### src/rtl/fpu_pkg.sv
// Shared floating-point constants and the default latency of the int-to-float unit.
package fpu_pkg;
    localparam int          FPU_CVT_LAT = 2;
    localparam logic [31:0] FP_ONE      = 32'h3F80_0000;
    localparam logic [31:0] FP_ZERO     = 32'h0000_0000;
endpackage

### src/rtl/cvt_result_fifo.sv
// Result buffer for converted values: circular FIFO with an occupancy count.
module cvt_result_fifo #(
    parameter int DEPTH = 4,
    parameter int WIDTH = 36
) (
    input  logic                   clk,
    input  logic                   rst,
    input  logic                   push,
    input  logic [WIDTH-1:0]       push_data,
    input  logic                   pop,
    output logic [WIDTH-1:0]       head_data,
    output logic [$clog2(DEPTH):0] count
);
    localparam int PW = (DEPTH > 1) ? $clog2(DEPTH) : 1;

    logic [WIDTH-1:0] mem [DEPTH];
    logic [PW-1:0]    wr_ptr;
    logic [PW-1:0]    rd_ptr;
    logic             do_pop;

    // Wrap explicitly so non-power-of-two depths still index correctly.
    function automatic logic [PW-1:0] next_ptr(input logic [PW-1:0] p);
        return (p == PW'(DEPTH - 1)) ? '0 : p + 1'b1;
    endfunction

    assign do_pop    = pop && (count != '0);
    assign head_data = mem[rd_ptr];

    always_ff @(posedge clk) begin
        if (rst) begin
            wr_ptr <= '0;
            rd_ptr <= '0;
            count  <= '0;
        end else begin
            if (push)
                wr_ptr <= next_ptr(wr_ptr);
            if (do_pop)
                rd_ptr <= next_ptr(rd_ptr);
            if (push && !do_pop)
                count <= count + 1'b1;
            else if (!push && do_pop)
                count <= count - 1'b1;
        end
    end

    always_ff @(posedge clk) begin
        if (push)
            mem[wr_ptr] <= push_data;
    end

    // A push into a full buffer is only legal when the head leaves on the same edge.
    no_overflow: assert property (@(posedge clk) disable iff (rst)
        !(push && (count == ($clog2(DEPTH)+1)'(DEPTH)) && !do_pop));
endmodule

### src/rtl/itof_issue.sv
// Issues integers to a fixed-latency int-to-float unit, tracks them in flight,
// and buffers results with credit-based flow control so the buffer never overflows.
module itof_issue
    import fpu_pkg::*;
#(
    parameter int DEPTH   = 4,
    parameter int CVT_LAT = FPU_CVT_LAT,
    parameter int TAG_W   = 4
) (
    input  logic             clk,
    input  logic             rst,
    input  logic             in_valid,
    output logic             in_ready,
    input  logic [31:0]      in_data,
    input  logic [TAG_W-1:0] in_tag,
    output logic [31:0]      cv_x,
    input  logic [31:0]      cv_y,
    output logic             out_valid,
    input  logic             out_ready,
    output logic [31:0]      out_data,
    output logic [TAG_W-1:0] out_tag
);
    localparam int CNT_W = $clog2(DEPTH) + 1;
    localparam int CW    = $clog2(DEPTH + CVT_LAT + 1) + 1;

    logic [CVT_LAT-1:0]   vld_sr;
    logic [TAG_W-1:0]     tag_sr [CVT_LAT];
    logic                 issue;
    logic [CW-1:0]        inflight;
    logic [CW-1:0]        pending;
    logic [CNT_W-1:0]     fifo_count;
    logic [32+TAG_W-1:0]  head;

    // Credit uses only registered state; a pop this cycle frees space next cycle.
    always_comb begin
        inflight = '0;
        for (int i = 0; i < CVT_LAT; i++)
            inflight = inflight + CW'(vld_sr[i]);
        pending  = CW'(fifo_count) + inflight;
        in_ready = !rst && (pending < CW'(DEPTH));
    end

    assign issue = in_valid && in_ready;
    assign cv_x  = issue ? in_data : FP_ZERO;

    // Stage boundary: in-flight valid/tag slots, one per conversion-unit cycle.
    always_ff @(posedge clk) begin
        if (rst) begin
            vld_sr <= '0;
        end else begin
            vld_sr[0] <= issue;
            for (int i = 1; i < CVT_LAT; i++)
                vld_sr[i] <= vld_sr[i-1];
        end
    end

    always_ff @(posedge clk) begin
        tag_sr[0] <= in_tag;
        for (int i = 1; i < CVT_LAT; i++)
            tag_sr[i] <= tag_sr[i-1];
    end

    // Stage boundary: capture the unit's result into the buffer.
    cvt_result_fifo #(
        .DEPTH (DEPTH),
        .WIDTH (32 + TAG_W)
    ) u_fifo (
        .clk       (clk),
        .rst       (rst),
        .push      (vld_sr[CVT_LAT-1]),
        .push_data ({cv_y, tag_sr[CVT_LAT-1]}),
        .pop       (out_valid && out_ready),
        .head_data (head),
        .count     (fifo_count)
    );

    assign out_valid = (fifo_count != '0);
    assign out_data  = head[32+TAG_W-1:TAG_W];
    assign out_tag   = head[TAG_W-1:0];
endmodule

### config.mk
export PLATFORM = sky130hd
export DESIGN_NAME = itof_issue
export DESIGN_NICKNAME = d
export VERILOG_FILES = /design/src/rtl/fpu_pkg.sv /design/src/rtl/cvt_result_fifo.sv /design/src/rtl/itof_issue.sv
export SDC_FILE = /design/constraint.sdc
export NUM_CORES = 1
export LEC_CHECK = 0
export ABC_AREA = 1
export BUFFER_PORTS_ARGS = -buffer_cell sky130_fd_sc_hd__buf_2
export CAP_MARGIN = 15
export CORE_MARGIN = 2
export CORE_UTILIZATION = 37
export DETAILED_ROUTE_END_ITERATION = 10
export GPL_TIMING_DRIVEN = 0
export SYNTH_ARGS = -nofsm -noshare
export SYNTH_HDL_FRONTEND = slang
export SYNTH_SLANG_ARGS = --single-unit
### constraint.sdc
create_clock -name clk -period 1.8 [get_ports clk]
set_input_delay 0.36 -clock clk [delete_from_list [all_inputs] [get_ports clk]]
set_output_delay 0.36 -clock clk [all_outputs]
set_load 0.01 [all_outputs]
# Word-level counts from Yosys, hierarchy flattened
# Memories as Yosys holds them, arrays and structs flattened. A register that Yosys moved wholly into a read port is not among the register bits.
# Index checks and enable logic that the tools add are counted.
[classes]
n_mux = 9
reduce_logical = 11
multipliers = 0
n_div = 0
n_eq_ne = 2
addsub = 6
bitwise = 0
shifts = 0
order_cmp = 1
[ops]
columns = ["cell", "count"]
rows = [
  ["$mux 32", 1],
  ["$mux 2", 4],
  ["$logic_and 1x1->1", 6],
  ["$mux 3", 2],
  ["$add 2x1->2 const B", 2],
  ["$add 3x2->4", 1],
  ["$eq 2x2->1 const B", 2],
  ["$lt 4x3->1 const B", 1],
  ["$add 3x1->3 const B", 1],
  ["$logic_not 1->1", 3],
  ["$reduce_bool 3->1", 1],
  ["$sub 3x1->3 const B", 1],
  ["$add 1x1->2", 1],
  ["$mux 1", 2],
  ["$reduce_bool 2->1", 1],
]
[word_totals]
elab_cells = 35
rom_bits = 0
in_bits = 72
reg_bits = 9
ram_bits = 152
n_memories = 2
latch_bits = 0
out_inout_bits = 70
[mem_list]
columns = ["name", "depth", "word_bits", "read_ports", "rd_ports_with_merged_regs", "write_ports", "line", "source"]
rows = [
  ["u_fifo.mem", 4, 36, 1, 1, 1, "cvt_result_fifo.sv:16", "logic [WIDTH-1:0] mem [DEPTH];"],
  ["tag_sr", 2, 4, 2, 0, 2, "itof_issue.sv:27", "logic [TAG_W-1:0] tag_sr [CVT_LAT];"],
]

# Depth between registers and ports, before layout
[depth]
word_depth = 6
mapped_depth = 12
mapped_depth_nobuf = 12

# Cells and area by module
# Synthesis repeated with hierarchy kept, for this count alone.
[hier_totals]
hier_cells = 503
hier_area_um2 = 6459.9
[modules_own_cells]
columns = ["mod", "cells_each", "area_each_um2", "n_inst"]
rows = [
  ["cvt_result_fifo", 411, 5839.4, 1],
  ["itof_issue", 92, 620.6, 1],
]

# Least setup slack after synthesis
# No wires, ideal clock.
[synth_timing]
path_kind = "reg2reg"
from = "reg u_fifo.wr_ptr[0]"
to = "mem u_fifo.mem[3][0], enable pin"
setup_ns = 0.391
required_time_ns = 1.409
path_stages_with_launch = 4
period_less_slack_ns = 1.700
path_buffers = 0
t_arrival_ns = 1.310
path_slack_ns = 0.100
cell_sequence = "dfxtp_1 -> ha_1 -> nand2_1 -> inv_1"
[synth_lines]
columns = ["item", "line", "source"]
rows = [
  ["start, declared", "cvt_result_fifo.sv:17", "logic [PW-1:0] wr_ptr;"],
  ["start signal, assigned", "cvt_result_fifo.sv:36", "wr_ptr <= next_ptr(wr_ptr);"],
  ["end, declared", "cvt_result_fifo.sv:16", ""],
]
# Straight into the memory's write port.

# Final worst setup path
[layout_timing]
from = "reg vld_sr[0]"
to = "out cv_x[26]"
[layout_between]
elab_chain_len = 6
[layout_rtl]
columns = ["item", "line", "source"]
rows = [
  ["start, declared", "itof_issue.sv:26", "logic [CVT_LAT-1:0] vld_sr;"],
  ["start signal, assigned", "itof_issue.sv:51", "vld_sr[0] <= issue;"],
  ["start signal, assigned by index", "itof_issue.sv:53", "vld_sr[i] <= vld_sr[i-1];"],
  ["$add 1x1->2", "itof_issue.sv:38", "inflight = inflight + CW'(vld_sr[i]);"],
  ["$add 3x2->4", "itof_issue.sv:39", "pending = CW'(fifo_count) + inflight;"],
  ["$lt 4x3->1", "itof_issue.sv:40", "in_ready = !rst && (pending < CW'(DEPTH));"],
  ["$logic_and 1x1->1", "itof_issue.sv:40", ""],
  ["$logic_and 1x1->1", "itof_issue.sv:43", "assign issue = in_valid && in_ready;"],
  ["$mux 32", "itof_issue.sv:44", "assign cv_x = issue ? in_data : FP_ZERO;"],
  ["end, declared", "itof_issue.sv:16", "output logic [31:0] cv_x,"],
]
# Every way passes these cells.

==> results.toml <==
[die]
ioPinCount = 142
rows = 48
die-area_um2 = 18400
start_util = 0.375
die_width_um = 136
fp.dieH_um = 136
core_um2 = 17100

[grt]
antenna_found_initial = 2
grt_pass1_wl_mm = 25.0
grt_pass1_vias = 4795
overflow = 0
grt_use_total = 0.183
grt_max_degree = 20

[routing]
via_count = 4568
wirelength_mm = 17.0
drc_errors = 0
dr.pass1.iters = 4
vias_per_cell = 4.88
drt_iter0_markers = 183
antenna_left = 0
wire_per_inst_um = 18.2

[timing]
fmax_mhz = 468
finalWorstSetupSlack_ns = -0.335
finalHoldViolCount = 0
final-max-slew-violation-count = 0
tightest_slew_ns = 0.543
clock_skew_ns = 0.0106
setup_viol = 71
period_minus_slack_ns = 2.14
grt_setup_unrepaired = "yes"
period_share = 1.19
maxSlewHeadroom = 0.638

[setup_path]
path_max_fanout = 7
r2r_cells = 13
critical_path_required_ns = 1.44
cp-end-kind = "output port"
worstSetupStartpointType = "register"
path_class = "reg -> out"
worstPathArrival_ns = 1.78

[synth]
synth_nets = 579
synthTopCellsByArea = "edfxtp_1 (67%), dfxtp_1 (5.9%), nor2_1 (5.9%), o21ai_0 (4.8%), o22ai_1 (3.5%)"
synthArstFlopShare = 0
syn_area_um2 = 6410
synth-edff-count = 144
yosysTopAreaCell = "edfxtp_1"
synth.most_common_cell = "edfxtp_1"
synthFlopType = "edfxtp_1"
synth_top_area_share = 0.674
synth_area_per_cell_um2 = 12.9
yosysWarningCount = 0
syn_inst = 499
yosysSeqAreaShare = 0.733
ys_types = 24
ys_ff_latch = 163
synth_common_cells = "edfxtp_1 (144), nor2_1 (101), o21ai_0 (62)"

[placed_design]
hpwl_mm = 9.82
port_buffers = 141
gp_congestion = 0.833

[min_path]
holdCritPathClass = "in -> reg"
hold_depth = 1

[final_layout]
seq_area_um2 = 4710
area_growth_syn_to_layout_pct = 53.1
multiInputGateArea_um2 = 2140
layout.nets = 777
drive_gt1_frac = 0.570
finish.utilization = 0.574
fillers = 1326

[power]
leakagePower_uw = 0.00378
seqPwrFrac = 0.317
clockPowerShare = 0.235
power.total_uw = 14000
power_density_nw_per_um2 = 1420
swShare = 0.338
netSwitchingPower_uw = 4730
p_int_uw = 9250
ir_drop_v = 0.000813
p_comb_frac = 0.447

[clocking]
cts_sinks = 163
clockBufferDepth = 2
cts_tree = "yes"
cts.clk_slew.worst_paths_ns = 0.06
numCtsBuffers = 17
cts.htree.levels = 4
cts_hold_buffers = 0
clkLatencyLatePin_ns = 0.42
root_buffer = "clkbuf_16"

[status]
status = "complete, but fails checks"
violations = "setup timing"

[job]
maxCapViolCount = 0
## what timing repair did
action / CTS / global route
cloned: 17 / 2
buffers inserted: 16 / 6
pin swaps: 44 / 41
endpoints found under the setup margin: 71 / 71
resized for setup: 229 / 149
## area by class of cell
class,instances,share of cell area
flip-flops and latches,163,0.480
multi-input cells,260,0.217
repair buffers,178,0.155
clock buffers,22,0.0462
plain buffers,24,0.0371
well taps,225,0.0287
inverters,51,0.0229
clock inverters,10,0.00866
repair inverters,2,0.00331
diodes,2,0.000509
## critical path, cell delays in order, from the launching register on
cell and delay (ns):
dfxtp_2 0.34, ha_4 0.23, nand2_2 0.06, nand2_2 0.06, nand2_4 0.07, nand3_4 0.17
clkbuf_16 0.22, nor2_1 0.07, buf_2 0.13
## registers in the layout (all words and copies together), names as in the netlist, named ones only
| register | cells |
|---|---|
| tag_sr | 8 |
| u_fifo.wr_ptr | 2 |
| u_fifo.mem | 144 |
| vld_sr | 2 |
| u_fifo.rd_ptr | 2 |
| u_fifo.count | 3 |
## power groups by stage
| stage | Sequential [uW] | Combinational [uW] | Clock (uW) |
|---|---|---|---|
| finish | 4440 | 6250 | 3290 |
| global route | 4450 | 6680 | 3490 |
| detailed placement | 4470 | 3490 | 0 |
| floorplan | 4450 | 2090 | 0 |
| global placement | 4470 | 3380 | 0 |
| CTS | 4440 | 5680 | 3340 |
## through the flow
step / std cells / worst slack, ns / area, um2 / hold slack [ns] / setup TNS (ns)
2_1_floorplan: 499 / 0.0999 / 6410 / 0.310 / 0
3_3_place_gp: 865 / -0.522 / 7400 / 0.313 / -72.45
3_5_place_dp: 869 / -0.0934 / 7510 / 0.313 / -0.373
4_1_cts: 934 / -0.360 / 9310 / 0.0251 / -16.15
5_1_grt: 936 / -0.422 / 9820 / 0.0263 / -21.07
6_report: 937 / -0.335 / 9820 / 0.0437 / -16.09
## final timing paths
path | to | from | slack (ns)
worst min register to register | tag_sr[0][7]$_DFF_P_ | tag_sr[0][3]$_DFF_P_ | 0.33
worst min-delay path | tag_sr[0][1]$_DFF_P_ | in_tag[1] | 0.04
worst max-delay path | cv_x[26] | vld_sr[0]$_SDFF_PP0_ | -0.34
worst max register to register | u_fifo.count[2]$_SDFFE_PP0P_ | u_fifo.count[0]$_SDFFE_PP0P_ | -0.10
## logic make-up (layout without fill, tap and decap cells)
kind of cell,count (synthesis),in the layout,share of synthesized area
simple gates,137,137,0.0907
fa+ha+maj,8,8,0.0168
other cells,0,2,0
compound gates,115,115,0.0967
buf+inv,76,287,0.0624
flops,163,163,0.733
## routing by layer
layer  vias to the layer above  track usage  part of all wire
met5                         -            0                 0
met4                         0       0.0666             0.011
met3                        13       0.0400             0.063
met2                       164        0.325              0.53
met1                      2229        0.219              0.39
li1                       2162            -                 -
## placed cells by master, fill, tap and decap left out, types with 6 or more instances in the layout
cell / count
buf_8: 17
nor2_1: 37
o21ai_1: 13
nor2_4: 49
o21ai_2: 48
clkbuf_16: 19
inv_1: 45
o21ai_4: 6
buf_6: 33
buf_2: 121
edfxtp_1: 144
dfxtp_1: 16
nand2_1: 11
o22ai_2: 24
buf_16: 12
ha_1: 6
nor2_2: 30
buf_12: 12
o21ai_0: 8
o22ai_1: 12
Note: power is estimated with default switching activity, not from simulation.
